<file path="src/rtl/mac_acc_12.sv">
// mac_acc_12: accumulates NUM_TERMS unsigned 12-bit products plus a per-group
// bias and emits one saturated 12-bit result per group with a one-cycle pulse.
module mac_acc_12 #(
    parameter int NUM_TERMS = 9,
    parameter int ACC_W     = 20
) (
    input  logic        clk_i,
    input  logic        rst_i,
    input  logic        clear_i,
    input  logic [11:0] bias_i,
    input  logic        data_valid_i,
    input  logic [11:0] data_i,
    output logic [11:0] sum_o,
    output logic        sum_valid_o,
    output logic        busy_o
);

    // A group of one term is meaningless and the term counter is 8 bits wide.
    if (NUM_TERMS < 2 || NUM_TERMS > 255) begin : g_bad_num_terms
        $error("mac_acc_12: NUM_TERMS must be in 2..255");
    end

    // Accumulator must hold 4095*(NUM_TERMS+1) without wrapping.
    if (ACC_W < 13 + $clog2(NUM_TERMS)) begin : g_bad_acc_w
        $error("mac_acc_12: ACC_W too narrow for NUM_TERMS");
    end

    typedef enum logic {
        ST_IDLE,
        ST_ACCUM
    } state_t;

    localparam logic [7:0]       LAST_IDX = 8'(NUM_TERMS - 1);
    localparam logic [ACC_W-1:0] SAT_MAX  = ACC_W'(12'hFFF);

    state_t           r_state;
    logic [ACC_W-1:0] r_acc;
    logic [7:0]       r_count;
    logic [11:0]      r_sum;
    logic             r_sum_valid;

    state_t           w_state_nxt;
    logic [ACC_W-1:0] w_acc_nxt;
    logic [7:0]       w_count_nxt;
    logic [11:0]      w_sum_nxt;
    logic             w_sum_valid_nxt;
    logic [ACC_W-1:0] w_acc_add;
    logic [ACC_W-1:0] w_first;

    assign w_acc_add = r_acc + ACC_W'(data_i);
    assign w_first   = ACC_W'(bias_i) + ACC_W'(data_i);

    // State, accumulator and output registers; reset overrides everything.
    always_ff @(posedge clk_i) begin
        if (rst_i) begin
            r_state     <= ST_IDLE;
            r_acc       <= '0;
            r_count     <= '0;
            r_sum       <= '0;
            r_sum_valid <= 1'b0;
        end else begin
            r_state     <= w_state_nxt;
            r_acc       <= w_acc_nxt;
            r_count     <= w_count_nxt;
            r_sum       <= w_sum_nxt;
            r_sum_valid <= w_sum_valid_nxt;
        end
    end

    // Next-state: clear aborts the group and drops any term offered with it.
    always_comb begin
        w_state_nxt     = r_state;
        w_acc_nxt       = r_acc;
        w_count_nxt     = r_count;
        w_sum_nxt       = r_sum;
        w_sum_valid_nxt = 1'b0;
        if (clear_i) begin
            w_state_nxt = ST_IDLE;
            w_acc_nxt   = '0;
            w_count_nxt = '0;
        end else if (data_valid_i) begin
            case (r_state)
                ST_IDLE: begin
                    w_acc_nxt   = w_first;
                    w_count_nxt = 8'd1;
                    w_state_nxt = ST_ACCUM;
                end
                ST_ACCUM: begin
                    if (r_count == LAST_IDX) begin
                        w_sum_nxt       = (w_acc_add > SAT_MAX) ? 12'hFFF : w_acc_add[11:0];
                        w_sum_valid_nxt = 1'b1;
                        w_acc_nxt       = '0;
                        w_count_nxt     = '0;
                        w_state_nxt     = ST_IDLE;
                    end else begin
                        w_acc_nxt   = w_acc_add;
                        w_count_nxt = r_count + 8'd1;
                    end
                end
                default: w_state_nxt = ST_IDLE;
            endcase
        end
    end

    assign sum_o       = r_sum;
    assign sum_valid_o = r_sum_valid;
    assign busy_o      = (r_state == ST_ACCUM);

endmodule

</file>
<file path="config.mk">
export PLATFORM = sky130hd
export DESIGN_NAME = mac_acc_12
export DESIGN_NICKNAME = d
export VERILOG_FILES = /design/src/rtl/mac_acc_12.sv
export SDC_FILE = /design/constraint.sdc
export NUM_CORES = 1
export LEC_CHECK = 0
export ABC_CLOCK_PERIOD_IN_PS = 3760
export CAP_MARGIN = 0
export CORE_UTILIZATION = 55
export CTS_CLUSTER_DIAMETER = 50
export DETAILED_ROUTE_END_ITERATION = 10
export GPL_ROUTABILITY_DRIVEN = 0
export PLACE_DENSITY = 0.8
export SLEW_MARGIN = 10
export SYNTH_ARGS = -nofsm -noshare
export SYNTH_HDL_FRONTEND = slang
export SYNTH_SLANG_ARGS = --single-unit
</file>
<file path="constraint.sdc">
create_clock -name clk_i -period 3.76 [get_ports clk_i]
set_input_delay 0.752 -clock clk_i [delete_from_list [all_inputs] [get_ports clk_i]]
set_output_delay 0.752 -clock clk_i [all_outputs]
set_load 0.01 [all_outputs]
</file>
**Word level (Yosys, flattened, before mapping)**

Cells that the tools add are included.
W data, S select, Z words.

- Add/subtract/negate cells: 3
- Muxes and demuxes: 8
- Bitwise logic cells: 3
- $lt $le $gt $ge: 1
- Reductions and logical operators: 3
- Equality and inequality tests: 1

Operators by type and width:

| cell | number |
|---|---|
| $pmux W20 S2 | 1 |
| $add A20 B12 Y20 | 1 |
| $gt A20 B12 Y1 const B | 1 |
| $mux W20 | 1 |
| $pmux W8 S2 | 1 |
| $add A12 B12 Y13 | 1 |
| $mux W12 | 1 |
| $add A8 B1 Y8 const B | 1 |
| $eq A8 B4 Y1 const B | 1 |
| $mux W8 | 1 |
| $reduce_and A4 Y1 | 1 |
| $reduce_or A4 Y1 | 1 |
| $not A1 Y1 | 3 |
| $mux W1 | 2 |
| $pmux W1 S2 | 1 |
| $reduce_or A2 Y1 | 1 |

- Output and inout port bits: 14
- Word-level logic and storage cells: 24
- Bits of input ports: 28
- Flip-flop bits (word level): 42

**Depth between registers and ports, before layout**

- Depth in word-level cells: 3
- Depth in mapped cells: 10
- Gate-level depth less buffers: 10

**Worst setup path before layout**

Ideal clock, no wire load.

- Kind: input to register
- Start: in data_i[0]
- End: reg r_sum[10] (netlist: sum_o[10])
- Setup time: 143 ps
- Data required time: 3617 ps
- Arrival: 3166 ps
- Stages: 10
- Slack: 451 ps
- Path buffers: 1
- Path through: ha_1 fa_1 a21oi_1 o21ai_2 and3_1 or4_1 a2111o_1 nor4_4 buf_6 a211oi_2

- Cells in the longest elaborated chain, start to end: 3

Ends and longest elaborated chain:

| item | line | text |
|---|---|---|
| from (decl) | 12 | `input logic [11:0] data_i,` |
| $add A20 B12 Y20 * | 50 | `assign w_acc_add = r_acc + ACC_W'(data_i);` |
| $gt A20 B12 Y1 | 90 | `w_sum_nxt = (w_acc_add > SAT_MAX) ? 12'hFFF : w_acc_add[11:0];` |
| $mux W12 * | 90 |  |
| to (signal assigned) | 65 | `r_sum <= w_sum_nxt;` |
| to (decl) | 39 | `logic [11:0] r_sum;` |

Every way passes the cells marked *; elsewhere a longest branch is shown, timed or not.
A chain may end at the register's enable or synchronous reset.

**Worst setup path after layout**

- Start: in data_i[0]
- End: reg r_sum[1] (netlist: sum_o[1])

The elaborated chain is that of the path after synthesis.

==> out/metrics.yaml <==
cts_hold_repair.buffers: 0
io_pins: 42
hpwl_mm: 5.72
start_util_pct: 57.0
path_cells: "clkdlybuf4s50_1, ha_1, fa_1, a21oi_1, o21ai_2, and3_1, or4_1, a2111o_1, nor4_4, buf_12, a211oi_1"
end_kind: "flip-flop"
holdWs_ns: 0.500
synth_edf_count: 0
core.rowCount: 27
arrival_ns: 3.74
fin_util_pct: 68.9
r2r_setup_slack_ns: 0.77
relSlewSlack_pct: 49.5
drive_gt1_share_pct: 13.2
antenna_cells: 0
syn_inst: 373
cts_resized: 0
cp_slowest_cell: "or4_1"
synth_top_cell_by_area: "dfxtp_1"
first_pass_iters: 4
layout_setup_ws_ns: 0.180
synth.avg_cell_area_um2: 8.41
insertion_delay_ns: 0.31
hold_violations: 0
syn_area_um2: 3140
post_layout_nonfiller_instances: 497
period_minus_slack_ns: 3.58
grt_pass1_vias: 2748
synthDominantCellAreaShare_pct: 26.8
ys_types: 63
remaining_drc_errors: 0
pre_cts_ws_ns: -0.137
r2r_cells: 10
numClockSinks: 42
yosys_register_bits: 42
wl_mm: 7.75
yosys-top-cells-area: "dfxtp_1 27%, ha_1 10%, nor2_1 5.7%"
drtIter0Drc: 274
yosysSeqAreaShare_pct: 26.8
die_x_um: 77.5
hold_path.class: "reg -> reg"
grt_max_degree: 38
worst_path_largest_cell_delay_ns: 0.51
core_area_um2: 5510
finalClockSkew_ns: 0.0151
placed_cells: 489
final.setup.tns_ns: 0
grt_overflow: 0
max-vdd-ir-drop_v: 0.000165
grt_pass1_wl_mm: 12.9
clock_path_buffers: 2
synth_nets: 429
hp-start: "r_acc[0]$_SDFFE_PP0P_"
path_clk_slew_ns: 0.10
postCtsSetupBuffers: 0
finalSetupViolCount: 0
final_nets: 480
wl_per_cell_um: 15.6
period_share_pct: 95.2
ant_nets: 0
route.vias.total: 2928
start_kind: "primary input"
p_leak_nw: 1.43
reg2reg_from: "r_acc[0]$_SDFFE_PP0P_"
area.sequential_um2: 841
path_delay_family: "simple AND/OR/NAND/NOR gates"
status: "finished clean"
dieHeight_um: 77.5
cp.buffers_inverters: 2
multi_input_area_um2: 2140
yosysWarnings: 0
hold_end: "r_acc[0]$_SDFFE_PP0P_"
max_freq_mhz: 279
synthFlopType: "dfxtp_1"
routed_via_density: 5.89
fillers: 461
rr_endpoint: "sum_o[1]$_SDFFE_PP0P_"
hold_depth: 2
htreeDepth: 2
die-area_um2: 6010
required_ns: 3.92
port_buffers: 41
cts_tree: "built"
syn_to_final_growth_pct: 20.9
grt_use_total_pct: 26.9
crit_type: "in -> reg"
maxSlewViolCount: 0
numCtsBuffers: 5
clockRootBuffer: "clkbuf_8"
rsz0062_at_grt: "false"
cap_viol_max_count: 0
antenna_found_initial: 0
synth_async_sr_flop_share_pct: 0
path_max_fanout: 12
tightest_slew_ns: 0.755
power_density_nw_per_um2: 280
[flip-flops by register name, summed over array words and instances, names as in the netlist]
| signal | count |
|---|---|
| busy_o | 1 |
| r_acc | 20 |
| r_count | 8 |
| sum_o | 12 |
| sum_valid_o | 1 |
[cells in the mapped netlist, types with 9 or more instances]
master	n
nor2_1	48
dfxtp_1	42
a21oi_1	34
o21ai_0	32
ha_1	26
inv_1	16
xnor2_1	16
nand2_1	15
a211oi_2	11
xor2_1	11
nand3_1	10
clkbuf_1	9
[final cells by class]
type / instances / area share (%)
clock inverters: 3 / 0.626
repair buffers: 60 / 14.9
flip-flops and latches: 42 / 22.2
inverters: 18 / 1.78
multi-input cells: 297 / 56.3
clock buffers: 5 / 1.81
well taps: 72 / 2.37
[worst register-to-register path, delay by kind of cell, from the launching register on]
family          cells  cell delay [ns]
simple gates        3             0.90
compound gates      4             0.82
buf+inv             1             0.19
fa+ha+maj           2             0.61
flops               1             0.33
[worst max-delay path by stage]
| stage | start | endpoint | slack (ns) | cells past startpoint |
|---|---|---|---|---|
| after floorplan | data_i[0] | sum_o[10]$_SDFFE_PP0P_ | 0.45 | 10 |
| after global placement | data_i[0] | sum_o[0]$_SDFFE_PP0P_ | -0.07 | 11 |
| after detailed placement | data_i[0] | sum_o[0]$_SDFFE_PP0P_ | -0.14 | 11 |
| after CTS | data_i[0] | sum_o[10]$_SDFFE_PP0P_ | 0.18 | 11 |
| after global routing | data_i[0] | sum_o[1]$_SDFFE_PP0P_ | 0.05 | 11 |
| final | data_i[0] | sum_o[1]$_SDFFE_PP0P_ | 0.18 | 11 |
[power by group]
| part | switching (W) | leakage (nW) | internal (W) |
|---|---|---|---|
| Sequential | 0.00000602 | 0.340 | 0.000453 |
| Clock | 0.000180 | 0.0408 | 0.000133 |
| Combinational | 0.000157 | 1.04 | 0.000135 |
| Total | 0.000343 | 1.43 | 0.000721 |
[layout by cell type, fill, tap and decap left out, types with 5 or more instances in the layout]
master	instances
a211oi_2	11
nand4_1	5
inv_1	16
dfxtp_1	42
nor2_1	48
nand2_1	15
a21oi_1	34
clkbuf_8	5
o221ai_1	6
buf_4	18
xnor2_1	16
clkdlybuf4s50_1	41
a211oi_1	8
ha_1	26
a21o_1	5
xor2_1	11
o21ai_0	32
nand3_1	10
nor3_1	5
[routing by layer]
metal  GRT usage (%)  part of all wire (%)  vias to the layer above
li1                -                     -                     1477
met1            35.3                    48                     1381
met2            46.2                    47                       60
met3            3.65                   3.4                       10
met4            6.79                   1.5                        0
met5               0                     0                        -
[logic make-up after synthesis]
kind of cell / after synthesis / share of synthesized area [%]
AOI/OAI and AO/OA: 131 / 29.9
xor gates and xnor gates: 27 / 7.54
adders and majority gates: 28 / 11.6
buffers and inverters: 34 / 5.06
DFF: 42 / 26.8
and+or+nand+nor: 111 / 19.0
[metrics by stage]
stage	total power (W)	instance area, µm²
after detailed placement	0.000756	3700
after CTS	0.00106	3790
after floorplan	0.000659	3140
after global routing	0.00112	3790
after global placement	0.000750	3700
final	0.00106	3790
No activity file was read; power rests on OpenSTA's default activity.
